File: src/rtl/gsensor_spi_responder.sv
// gsensor_spi_responder: ADXL345-style SPI mode-3 register slave; define GSENSOR_RESP_INT_EN for INT_ENABLE and int1_o.
module gsensor_spi_responder #(
    parameter logic [7:0] DEVID_VAL   = 8'hE5,
    parameter logic [7:0] BW_RATE_RST = 8'h0A,
    parameter int         SYNC_STAGES = 2
) (
    input  logic        clk,
    input  logic        arst_n,
    input  logic [15:0] sample_x,
    input  logic [15:0] sample_y,
    input  logic [15:0] sample_z,
    input  logic        sample_valid,
    input  logic        spi_sclk_i,
    input  logic        spi_cs_n_i,
    input  logic        spi_sdi_i,
    output logic        spi_sdo_o,
    output logic        spi_sdo_oe_o,
    output logic [7:0]  reg_power_ctl_o,
    output logic [7:0]  reg_data_format_o
`ifdef GSENSOR_RESP_INT_EN
    ,
    output logic        int1_o
`endif
);
    localparam int SM = SYNC_STAGES - 1;
    typedef enum logic [1:0] {IDLE, CMD, DATA} state_t;
    state_t state, state_nxt;
    logic [SM:0] sclk_s, cs_s, sdi_s;
    logic sclk_d, cs_d;
    logic sclk_rise, sclk_fall, cs_fall, cs_rise, byte_end;
    logic in_frame, cmd_done, data_done, tx_fall;
    logic [2:0] bit_cnt;
    logic [6:0] rx_sh, tx_sh;
    logic [7:0] rx_byte, rd_byte, bw_rate, int_en_rd;
    logic rw, mb, rd_hit, data_ready, sample_set;
    logic [5:0] addr;
    logic [5:0][7:0] snap;
    logic [15:0] x_r, y_r, z_r;
    always_ff @(posedge clk or negedge arst_n) begin
        if (!arst_n) begin
            sclk_s <= '1;
            cs_s   <= '1;
            sdi_s  <= '0;
            sclk_d <= 1'b1;
            cs_d   <= 1'b1;
        end else begin
            sclk_s <= {sclk_s[SM-1:0], spi_sclk_i};
            cs_s   <= {cs_s[SM-1:0], spi_cs_n_i};
            sdi_s  <= {sdi_s[SM-1:0], spi_sdi_i};
            sclk_d <= sclk_s[SM];
            cs_d   <= cs_s[SM];
        end
    end
    assign sclk_rise  = sclk_s[SM] & ~sclk_d;
    assign sclk_fall  = ~sclk_s[SM] & sclk_d;
    assign cs_fall    = ~cs_s[SM] & cs_d;
    assign cs_rise    = cs_s[SM] & ~cs_d;
    assign byte_end   = sclk_rise && bit_cnt == 3'd7;
    assign rx_byte    = {rx_sh, sdi_s[SM]};
    assign sample_set = sample_valid && reg_power_ctl_o[3];
    always_ff @(posedge clk or negedge arst_n) begin
        if (!arst_n) state <= IDLE;
        else         state <= state_nxt;
    end
    always_comb begin
        state_nxt = state;
        if (cs_rise) state_nxt = IDLE;
        else if (state == IDLE && cs_fall) state_nxt = CMD;
        else if (state == CMD && byte_end) state_nxt = DATA;
    end
    always_comb begin
        in_frame  = state != IDLE;
        cmd_done  = state == CMD && byte_end && !cs_rise;
        data_done = state == DATA && byte_end && !cs_rise;
        tx_fall   = state == DATA && rw && sclk_fall && !cs_rise;
    end
`ifdef GSENSOR_RESP_INT_EN
    logic [7:0] int_enable;
    assign int_en_rd = int_enable;
`else
    assign int_en_rd = 8'h00;
`endif
    // Data registers read from the snapshot taken at CS_N fall so multi-byte reads stay coherent.
    always_comb begin
        case (addr)
            6'h00:   rd_byte = DEVID_VAL;
            6'h2C:   rd_byte = bw_rate;
            6'h2D:   rd_byte = reg_power_ctl_o;
            6'h2E:   rd_byte = int_en_rd;
            6'h30:   rd_byte = {data_ready, 7'b0};
            6'h31:   rd_byte = reg_data_format_o;
            6'h32, 6'h33, 6'h34, 6'h35, 6'h36, 6'h37: rd_byte = snap[addr[2:0] - 3'd2];
            default: rd_byte = 8'h00;
        endcase
    end
    always_ff @(posedge clk or negedge arst_n) begin
        if (!arst_n) begin
            bit_cnt      <= '0;
            rx_sh        <= '0;
            tx_sh        <= '0;
            rw           <= 1'b0;
            mb           <= 1'b0;
            addr         <= '0;
            snap         <= '0;
            rd_hit       <= 1'b0;
            spi_sdo_o    <= 1'b0;
            spi_sdo_oe_o <= 1'b0;
        end else begin
            if (cs_fall) begin
                bit_cnt <= '0;
                snap    <= {z_r, y_r, x_r};
                rd_hit  <= 1'b0;
            end else if (in_frame && sclk_rise) begin
                rx_sh   <= rx_byte[6:0];
                bit_cnt <= bit_cnt + 3'd1;
            end
            if (cmd_done) {rw, mb, addr} <= rx_byte;
            if (data_done) begin
                addr   <= mb ? addr + 6'd1 : addr;
                rd_hit <= rd_hit | (rw && addr[5:3] == 3'b110 && addr[2:1] != 2'b00);
            end
            // bit_cnt is zero on the first fall of each byte: load a fresh byte there.
            if (tx_fall) begin
                spi_sdo_o    <= bit_cnt == 3'd0 ? rd_byte[7] : tx_sh[6];
                tx_sh        <= bit_cnt == 3'd0 ? rd_byte[6:0] : {tx_sh[5:0], 1'b0};
                spi_sdo_oe_o <= 1'b1;
            end
            if (cs_rise) begin
                spi_sdo_o    <= 1'b0;
                spi_sdo_oe_o <= 1'b0;
            end
        end
    end
    always_ff @(posedge clk or negedge arst_n) begin
        if (!arst_n) begin
            bw_rate           <= BW_RATE_RST;
            reg_power_ctl_o   <= 8'h00;
            reg_data_format_o <= 8'h00;
`ifdef GSENSOR_RESP_INT_EN
            int_enable        <= 8'h00;
`endif
            x_r               <= '0;
            y_r               <= '0;
            z_r               <= '0;
            data_ready        <= 1'b0;
        end else begin
            if (data_done && !rw) begin
                case (addr)
                    6'h2C: bw_rate           <= rx_byte;
                    6'h2D: reg_power_ctl_o   <= rx_byte;
`ifdef GSENSOR_RESP_INT_EN
                    6'h2E: int_enable        <= rx_byte;
`endif
                    6'h31: reg_data_format_o <= rx_byte;
                    default: ;
                endcase
            end
            if (sample_set) begin
                x_r <= sample_x;
                y_r <= sample_y;
                z_r <= sample_z;
            end
            data_ready <= sample_set | (data_ready & ~(cs_rise & rd_hit));
        end
    end
`ifdef GSENSOR_RESP_INT_EN
    always_ff @(posedge clk or negedge arst_n) begin
        if (!arst_n) int1_o <= 1'b0;
        else         int1_o <= data_ready & int_enable[7];
    end
`endif
endmodule

File: config.mk
export PLATFORM = sky130hd
export DESIGN_NAME = gsensor_spi_responder
export DESIGN_NICKNAME = d
export VERILOG_FILES = /design/src/rtl/gsensor_spi_responder.sv
export SDC_FILE = /design/constraint.sdc
export NUM_CORES = 1
export LEC_CHECK = 0
export BUFFER_PORTS_ARGS = -buffer_cell sky130_fd_sc_hd__buf_4
export CAP_MARGIN = 20
export CORE_MARGIN = 4
export CORE_UTILIZATION = 59
export DETAILED_ROUTE_END_ITERATION = 10
export PLACE_DENSITY = 0.83
export SETUP_SLACK_MARGIN = 0.1
export SYNTH_ARGS = -nofsm -noshare
export SYNTH_HDL_FRONTEND = slang
export SYNTH_SLANG_ARGS = --single-unit
File: constraint.sdc
create_clock -name clk -period 3.15 [get_ports clk]
set_input_delay 0.4725 -clock clk [delete_from_list [all_inputs] [get_ports clk]]
set_output_delay 0.4725 -clock clk [all_outputs]
set_load 0.02 [all_outputs]
==> results of run 1 <==
==> logic make-up (layout without fill, tap and decap cells) <==
kind of cell	Yosys count	count (layout)
fa+ha+maj	9	9
mux	148	148
buf+inv	39	117
flops	159	159
xor+xnor	1	1
compound gates	63	63
simple gates	84	84
==> sequential cells by signal (all words and copies together) (netlist names), 2 cells and up <==
register,flops
addr,6
bit_cnt,3
bw_rate,8
cs_s,2
reg_data_format_o,8
reg_power_ctl_o,8
rx_sh,7
sclk_s,2
sdi_s,2
snap,48
state,2
tx_sh,7
x_r,16
y_r,16
z_r,16
==> metal layers <==
metal  wire length, um  up-vias  share of wire  global-route usage
met5                 0        -              0                   0
met4               343        0          0.024              0.0979
met3               666       31          0.047              0.0581
met2              7240      147           0.51               0.374
met1              5920     2191           0.42               0.282
li1                  -     1957              -                   -
==> placed cells by master (no fill, tap or decap), drive strengths merged, types with 4 or more instances in the layout <==
cell type	instances
a21oi	14
dfrtp	151
a222oi	5
nand3	5
nand2	28
a21o	5
dfstp	8
mux2	129
ha	9
nor3	6
mux4	8
nor2b	4
buf	76
mux2i	11
o21ai	12
nor2	16
o2bb2ai	11
clkbuf	21
clkinv	5
nand2b	4
inv	12
==> power by group through the flow <==
stage                     registers, mW  logic [mW]  clock network (mW)
after floorplan                    2.17       0.109                   0
after global placement             2.20       0.208                   0
after detailed placement           2.20       0.217                   0
after CTS                          2.17       0.219                2.09
after global routing               2.17       0.240                2.18
final                              2.17       0.214                2.05
==> metrics by stage <==
stage	setup slack, ns	total power [mW]	cells
global route	0.472	4.60	724
global placement	0.865	2.40	692
CTS	0.708	4.47	724
detailed placement	0.731	2.42	692
floorplan	0.803	2.27	503
finish	0.673	4.43	724
==> synth_stat cells, drive strengths merged, types with 3 or more instances <==
master   instances  area (sq um)
a21o             5          37.5
a21oi           14          73.8
a222oi           5          50.1
a22oi            3          22.5
and2             3          18.8
buf             22           154
clkbuf           8          31.3
dfrtp          151          3780
dfstp            8           210
ha               9           113
inv              9          33.8
mux2           129          1460
mux2i           11           110
mux4             8           180
nand2           28           108
nand2b           4          25.0
nand3            5          25.0
nand3b           3          22.5
nor2            16          76.3
nor2b            4          40.0
nor3             6          40.0
o21ai           12          60.1
o2bb2ai         11          96.3
==> cell type report <==
class / instances / area (sq um)
inverters: 9 / 33.8
repair buffers: 76 / 587
clock buffers: 21 / 470
fillers: 770 / 3320
multi-input cells: 305 / 2810
flip-flops and latches: 159 / 3990
well taps: 143 / 179
clock inverters: 11 / 130
==> worst max-delay path, cell delays in order, from the launching register on <==
cell	delay (ns)
dfrtp_1	0.64
inv_1	0.18
ha_1	0.58
nand2b_1	0.27
o2bb2ai_1	0.25
nand2_1	0.12
a41o_1	0.22
a21oi_1	0.14
==> path summary, 6_finish.rpt <==
kind,startpoint,depth (start not counted),endpoint
max in group asynchronous,arst_n,2,x_r[6]
min reg2reg,cs_s[0],0,cs_s[1]
min in group asynchronous,arst_n,1,reg_power_ctl_o[2]
min,spi_sdi_i,1,sdi_s[0]
max reg2reg,addr[1],7,tx_sh[2]
max,addr[1],7,tx_sh[2]
==> results.toml, run 1 <==
[status]
status = "finished, final reports clean"

[yosys]
synth_seq_cells = 159
synth-compound-area-share = 0.0639
synthMuxAreaShare = 0.250
synth_xor_area_frac = 0.00125
syn_nets = 566
syn_avg_cell_area_sq_um = 13.9
synthSimpleGateAreaFrac = 0.0691
yosysWarnings = 0
synth_top_family_by_area = "multiplexers"
synth_flop_cell = "dfrtp_1"
synth_edf_count = 0
synthCells = 503
ys_seq_area_frac = 0.569
synthArstFlopShare = 1.00
synthesis.area_sq_um = 7010
synth_adder_area_share = 0.0161
ys_types = 58

[clock_tree]
htreeDepth = 4
clockBufferDepth = 2
cts_setup_buffers = 0
clockRootBuffer = "clkbuf_16"
cts_tree = "done"
path_clk_slew_ns = 0.06
ctsResizeCount = 0
cts_buffers = 17
cts_sinks = 159
worstSkewPairLatency_ns = 0.43
cts_hold_buf = 0

[die]
die_y_um = 117
fp-row-count = 39
start_util = 0.609
die_area_sq_um = 13700
ioPinCount = 72
core_sq_um = 11500
fp.dieW_um = 117

[drt]
dr_total_vias = 4326
via_per_inst = 5.98
drc = 0
drt-total-wl_um = 14200
ant_nets = 0
first_pass_iters = 5
routedWlPerCell_um = 19.6
drt_iter0_drc = 365

[global_routing]
grt_pass1_vias = 4505
grt_pass1_wl_um = 23000
grt.overflow.total = 0
track_usage = 0.226
grt_max_degree = 103
antenna_found_initial = 0

[critical_path]
start_kind = "register"
end_kind = "register"
cp.arrival_ns = 2.82
path_max_fanout = 14
critical_path_class = "reg -> reg"
reg2reg_slack_ns = 0.67
required_ns = 3.49

[sta]
skew_ns = 0.0105
hold_viol = 0
worst_pin_slew_ns = 1.01
setup_tns_ns = 0
layout_min_cycle_time_ns = 2.48
finalMaxSlewViolations = 0
setup_violations = 0
fmax_mhz = 404
fin_crit_sh = 0.786
hold-worst-slack_ns = 0.147
relSlewSlack = 0.317
rsz0062_at_grt = "false"

[power_and_ir_drop]
power.density_nw_per_um2 = 540
seq_power_share = 0.489
p_leak_nw = 4.04
swShare = 0.224
clock_power_share = 0.462
power_switching_mw = 0.992
p_int_mw = 3.43
ir_drop_mv = 0.410
comb_power_share = 0.048

[place]
io_buffer_count = 71
place_hpwl_um = 9960
placed_cell_area_sq_um = 7600
gp_congestion = 0.932

[finish]
drive_above_1_share = 0.460
layout.nets = 631
post-route-util = 0.712
area_growth_pct = 16.9
finalInstanceArea_sq_um = 8200
diodes = 0

[run]
drv_cap = 0

[worst_hold_path]
hold_path.class = "in -> reg"
Power figures use the tool's default switching activity.
==> inputs of run 2 (changes only) <==
==> constraint.sdc (replaced) <==
create_clock -name clk -period 2.5 [get_ports clk]
set_input_delay 0.375 -clock clk [delete_from_list [all_inputs] [get_ports clk]]
set_output_delay 0.375 -clock clk [all_outputs]
set_load 0.02 [all_outputs]
==> results.toml, run 2 (synthesis results as in run 1) <==
[sta]
skew_ns = 0.00681
setup_tns_ns = 0
fmax_mhz = 445
hold-worst-slack_ns = 0.0632
setup_violations = 0
worst_slack_ns = 0.255
hold_viol = 0
relSlewSlack = 0.557
fin_crit_sh = 0.898
worst_pin_slew_ns = 0.664
rsz0062_at_grt = "false"
layout_min_cycle_time_ns = 2.25
finalMaxSlewViolations = 0

[drt]
first_pass_iters = 6
via_per_inst = 5.87
drt-total-wl_um = 14000
drt_iter0_drc = 287
ant_nets = 0
drc = 0
routedWlPerCell_um = 19.1
dr_total_vias = 4291

[finish]
drive_above_1_share = 0.457
layout.nets = 638
area_growth_pct = 17.6
diodes = 0
nFillCells = 765
finalInstanceArea_sq_um = 8250
final_common_cell = "dfrtp_1"
largest_reg_flops = 48
regMostFlops = "snap"
final_cell_mix = "151 x dfrtp_1, 127 x mux2_2, 79 x buf_4, 26 x nand2_1, 17 x clkbuf_16"

[power_and_ir_drop]
ir_drop_mv = 0.448
p_leak_nw = 4.07
power.density_nw_per_um2 = 674

[clock_tree]
htreeDepth = 4
clockBufferDepth = 2
cts_sinks = 159
cts_buffers = 17
worstSkewPairLatency_ns = 0.42
clockRootBuffer = "clkbuf_16"
ctsResizeCount = 0
cts_tree = "done"
path_clk_slew_ns = 0.06

[run]
drv_cap = 0

[status]
status = "finished, final reports clean"

[die]
die_y_um = 117
ioPinCount = 72
die_area_sq_um = 13700
fp.dieW_um = 117
fp-row-count = 39
core_sq_um = 11500
start_util = 0.609

[place]
io_buffer_count = 71
gp_congestion = 0.920
place_hpwl_um = 9860
placed_cell_area_sq_um = 7650
post-place-ws_ns = 0.310

[critical_path]
critical_path_class = "reg -> reg"
start_kind = "register"
path_max_fanout = 8
startpoint = "bit_cnt[0]"
r2r.worst_path.cells = 7
required_ns = 2.80
worstReg2RegStart = "bit_cnt[0]"
timing.rr.end = "reg_data_format_o[0]"
cp.arrival_ns = 2.54
reg2reg_slack_ns = 0.25
end_kind = "register"

[global_routing]
track_usage = 0.224
grt_pass1_vias = 4490
grt_pass1_wl_um = 23000
grt.overflow.total = 0
grt_max_degree = 59
antenna_found_initial = 0

[worst_hold_path]
hold_path.class = "in -> reg"
worstHoldEndpoint = "sclk_s[0]"
whs_path_depth = 1
holdCritStartpoint = "spi_sclk_i"
==> run 2: changes by cell type in the layout (fill, tap and decap cells not counted), sizes merged <==
cell and delta:
dlygate4sd3 +1, clkbuf +1, inv -2, bufinv +1
clkinvlp +1, clkinv -1, buf +6
==> run 2: repair_timing <==
action | CTS | global route
buffers inserted | 0 | 0
hold endpoints to repair | 47 | 0
hold buffers | 1 | 0
setup endpoints to repair | 0 | 0
==> run 2: per-stage QoR <==
stage                     std cells  total power [mW]  utilization
after detailed placement        698              3.06        0.665
after global routing            731              5.77        0.716
after CTS                       731              5.61        0.716
final                           731              5.55        0.716
after global placement          698              3.04        0.665
after floorplan                 503              2.87            -
==> run 2: worst max path at each step <==
stage                           endpoint
floorplan                     bw_rate[0]
global placement               spi_sdo_o
detailed placement  reg_data_format_o[0]
CTS                 reg_data_format_o[0]
global route        reg_data_format_o[0]
finish              reg_data_format_o[0]
==> run 2: where the power goes <==
part	total, mW	switching (mW)	internal [mW]
sequential	2.73	0.101	2.63
combinational	0.281	0.142	0.139
clock	2.54	0.971	1.57
==> run 2: layer usage <==
metal,vias up,part of all wire,track usage
li1,1973,-,-
met1,2172,0.42,0.290
met2,114,0.50,0.357
met3,32,0.052,0.0566
met4,0,0.029,0.103
met5,-,0,0
==> run 2: cell type report <==
class,count,area [sq um],share of cell area
multi-input cells,305,2810,0.341
clock inverters,10,138,0.0167
inverters,9,33.8,0.00410
clock buffers,22,444,0.0539
flip-flops and latches,159,3990,0.484
well taps,143,179,0.0217
repair buffers,83,654,0.0794
==> run 2: worst max-delay path, cell delays in order (launching register included) <==
cell and delay [ns]:
dfrtp_1 0.38, ha_1 0.16, ha_1 0.16, nand3b_1 0.12, or2_1 0.26, nor3_2 0.24
and2_1 0.42, mux2_2 0.39
==> inputs of run 3 (changes only) <==
--- a/config.mk
+++ b/config.mk
@@ -11,6 +11,7 @@
 export CORE_UTILIZATION = 59
 export DETAILED_ROUTE_END_ITERATION = 10
 export PLACE_DENSITY = 0.83
+export RECOVER_POWER = 50
 export SETUP_SLACK_MARGIN = 0.1
 export SYNTH_ARGS = -nofsm -noshare
 export SYNTH_HDL_FRONTEND = slang
==> results.toml, run 3 (synthesis results as in run 1) <==
[place]
io_buffer_count = 71
place_hpwl_um = 9860
gp_congestion = 0.920
dp.cells = 698

[worst_hold_path]
hold_path.class = "in -> reg"
whs_path_depth = 1
holdCritStartpoint = "spi_sclk_i"
worstHoldEndpoint = "sclk_s[0]"

[sta]
hold_viol = 0
fin_crit_sh = 0.912
setup_tns_ns = 0
rsz0062_at_grt = "false"
worst_pin_slew_ns = 1.40
fmax_mhz = 439
setup_violations = 0
layout_min_cycle_time_ns = 2.28
finalMaxSlewViolations = 0
relSlewSlack = 0.0666
skew_ns = 0.00634

[finish]
regMostFlops = "snap"
largest_reg_flops = 48
layout.nets = 638
area_growth_pct = 17.1
diodes = 0
final_common_cell = "dfrtp_1"
layoutNonFillerInstCount = 731
final_cell_mix = "151 x dfrtp_1, 127 x mux2_2, 74 x buf_4, 27 x nand2_1, 17 x clkbuf_16"
drive_above_1_share = 0.449

[critical_path]
slowest_delay_ns = 0.58
start_kind = "register"
r2r.worst_path.cells = 5
timing.rr.end = "addr[0]"
reg2reg_slack_ns = 0.22
critical_path_class = "reg -> reg"
end_kind = "register"
cp.arrival_ns = 2.57
crit_chain = "nor2b_1 -> or2_1 -> a21o_1 -> nor2b_4 -> a221o_1"
slowest_stage = "dfstp_1"
path_max_fanout = 13
required_ns = 2.79
worstReg2RegStart = "cs_s[1]"

[die]
fp.dieW_um = 117
start_util = 0.609
die_area_sq_um = 13700
die_y_um = 117
ioPinCount = 72
fp-row-count = 39
core_sq_um = 11500

[power_and_ir_drop]
ir_drop_mv = 0.448
p_leak_nw = 4.05
power.density_nw_per_um2 = 676

[drt]
routedWlPerCell_um = 19.1
dr_total_vias = 4286
first_pass_iters = 5
via_per_inst = 5.86
drt-total-wl_um = 13900
drc = 0
ant_nets = 0
drt_iter0_drc = 264

[global_routing]
track_usage = 0.224
antenna_found_initial = 0
grt_pass1_vias = 4490
grt_pass1_wl_um = 23000
grt.overflow.total = 0
grt_max_degree = 59

[clock_tree]
clockBufferDepth = 2
worstSkewPairLatency_ns = 0.42
htreeDepth = 4
clockRootBuffer = "clkbuf_16"
cts_sinks = 159
cts_buffers = 17
cts_tree = "done"
path_clk_slew_ns = 0.06

[run]
drv_cap = 0

[status]
status = "finished, final reports clean"
## run 3: worst max-delay path by stage
stage,startpoint,end,cells past startpoint
2_1_floorplan,addr[0],bw_rate[0],11
3_3_place_gp,addr[2],spi_sdo_o,7
3_5_place_dp,bit_cnt[0],reg_data_format_o[0],7
4_1_cts,bit_cnt[0],reg_data_format_o[0],7
5_1_grt,arst_n,rx_sh[0],3
6_report,cs_s[1],addr[0],5
## run 3: power by group
| part | internal (mW) | switching (mW) |
|---|---|---|
| logic | 0.135 | 0.140 |
| clock network | 1.57 | 0.973 |
| registers | 2.63 | 0.102 |
## run 3: routing by layer
| layer | up-vias | GRT usage | routed length, um |
|---|---|---|---|
| li1 | 1974 | - | - |
| met5 | - | 0 | 0 |
| met1 | 2166 | 0.290 | 5870 |
| met4 | 0 | 0.103 | 371 |
| met2 | 119 | 0.357 | 7020 |
| met3 | 27 | 0.0566 | 685 |
## run 3: repair_timing
action / CTS / global route
hold endpoints to repair: 47 / 0
hold buffers: 1 / 0
setup buffers: 0 / 0
resized for setup: 0 / 0
## run 3: area by class of cell
class                           count  area [sq um]
Clock buffer                       22           444
Clock inverter                     10           138
Fill cell                         774          3300
Inverter                            9          33.8
Multi-Input combinational cell    305          2800
Sequential cell                   159          3990
Tap cell                          143           179
Timing Repair Buffer               83           633
## run 3: stage by stage
| step | power, mW | area, sq um | hold slack [ns] | utilization | setup slack [ns] |
|---|---|---|---|---|---|
| after floorplan | 2.87 | 7010 | 0.0794 | - | 0.153 |
| after global placement | 3.04 | 7650 | 0.332 | 0.665 | 0.358 |
| after detailed placement | 3.06 | 7650 | 0.350 | 0.665 | 0.310 |
| after CTS | 5.61 | 8250 | 0.0442 | 0.716 | 0.273 |
| after global routing | 5.77 | 8210 | 0.0478 | 0.713 | 0.109 |
| final | 5.55 | 8210 | 0.0668 | 0.713 | 0.221 |
## run 3: critical path: cells and delay by family (launching register included)
kind / cells / cell delay, ns
AOI/OAI and AO/OA: 2 / 0.71
DFF: 1 / 0.58
and+or+nand+nor: 3 / 0.86
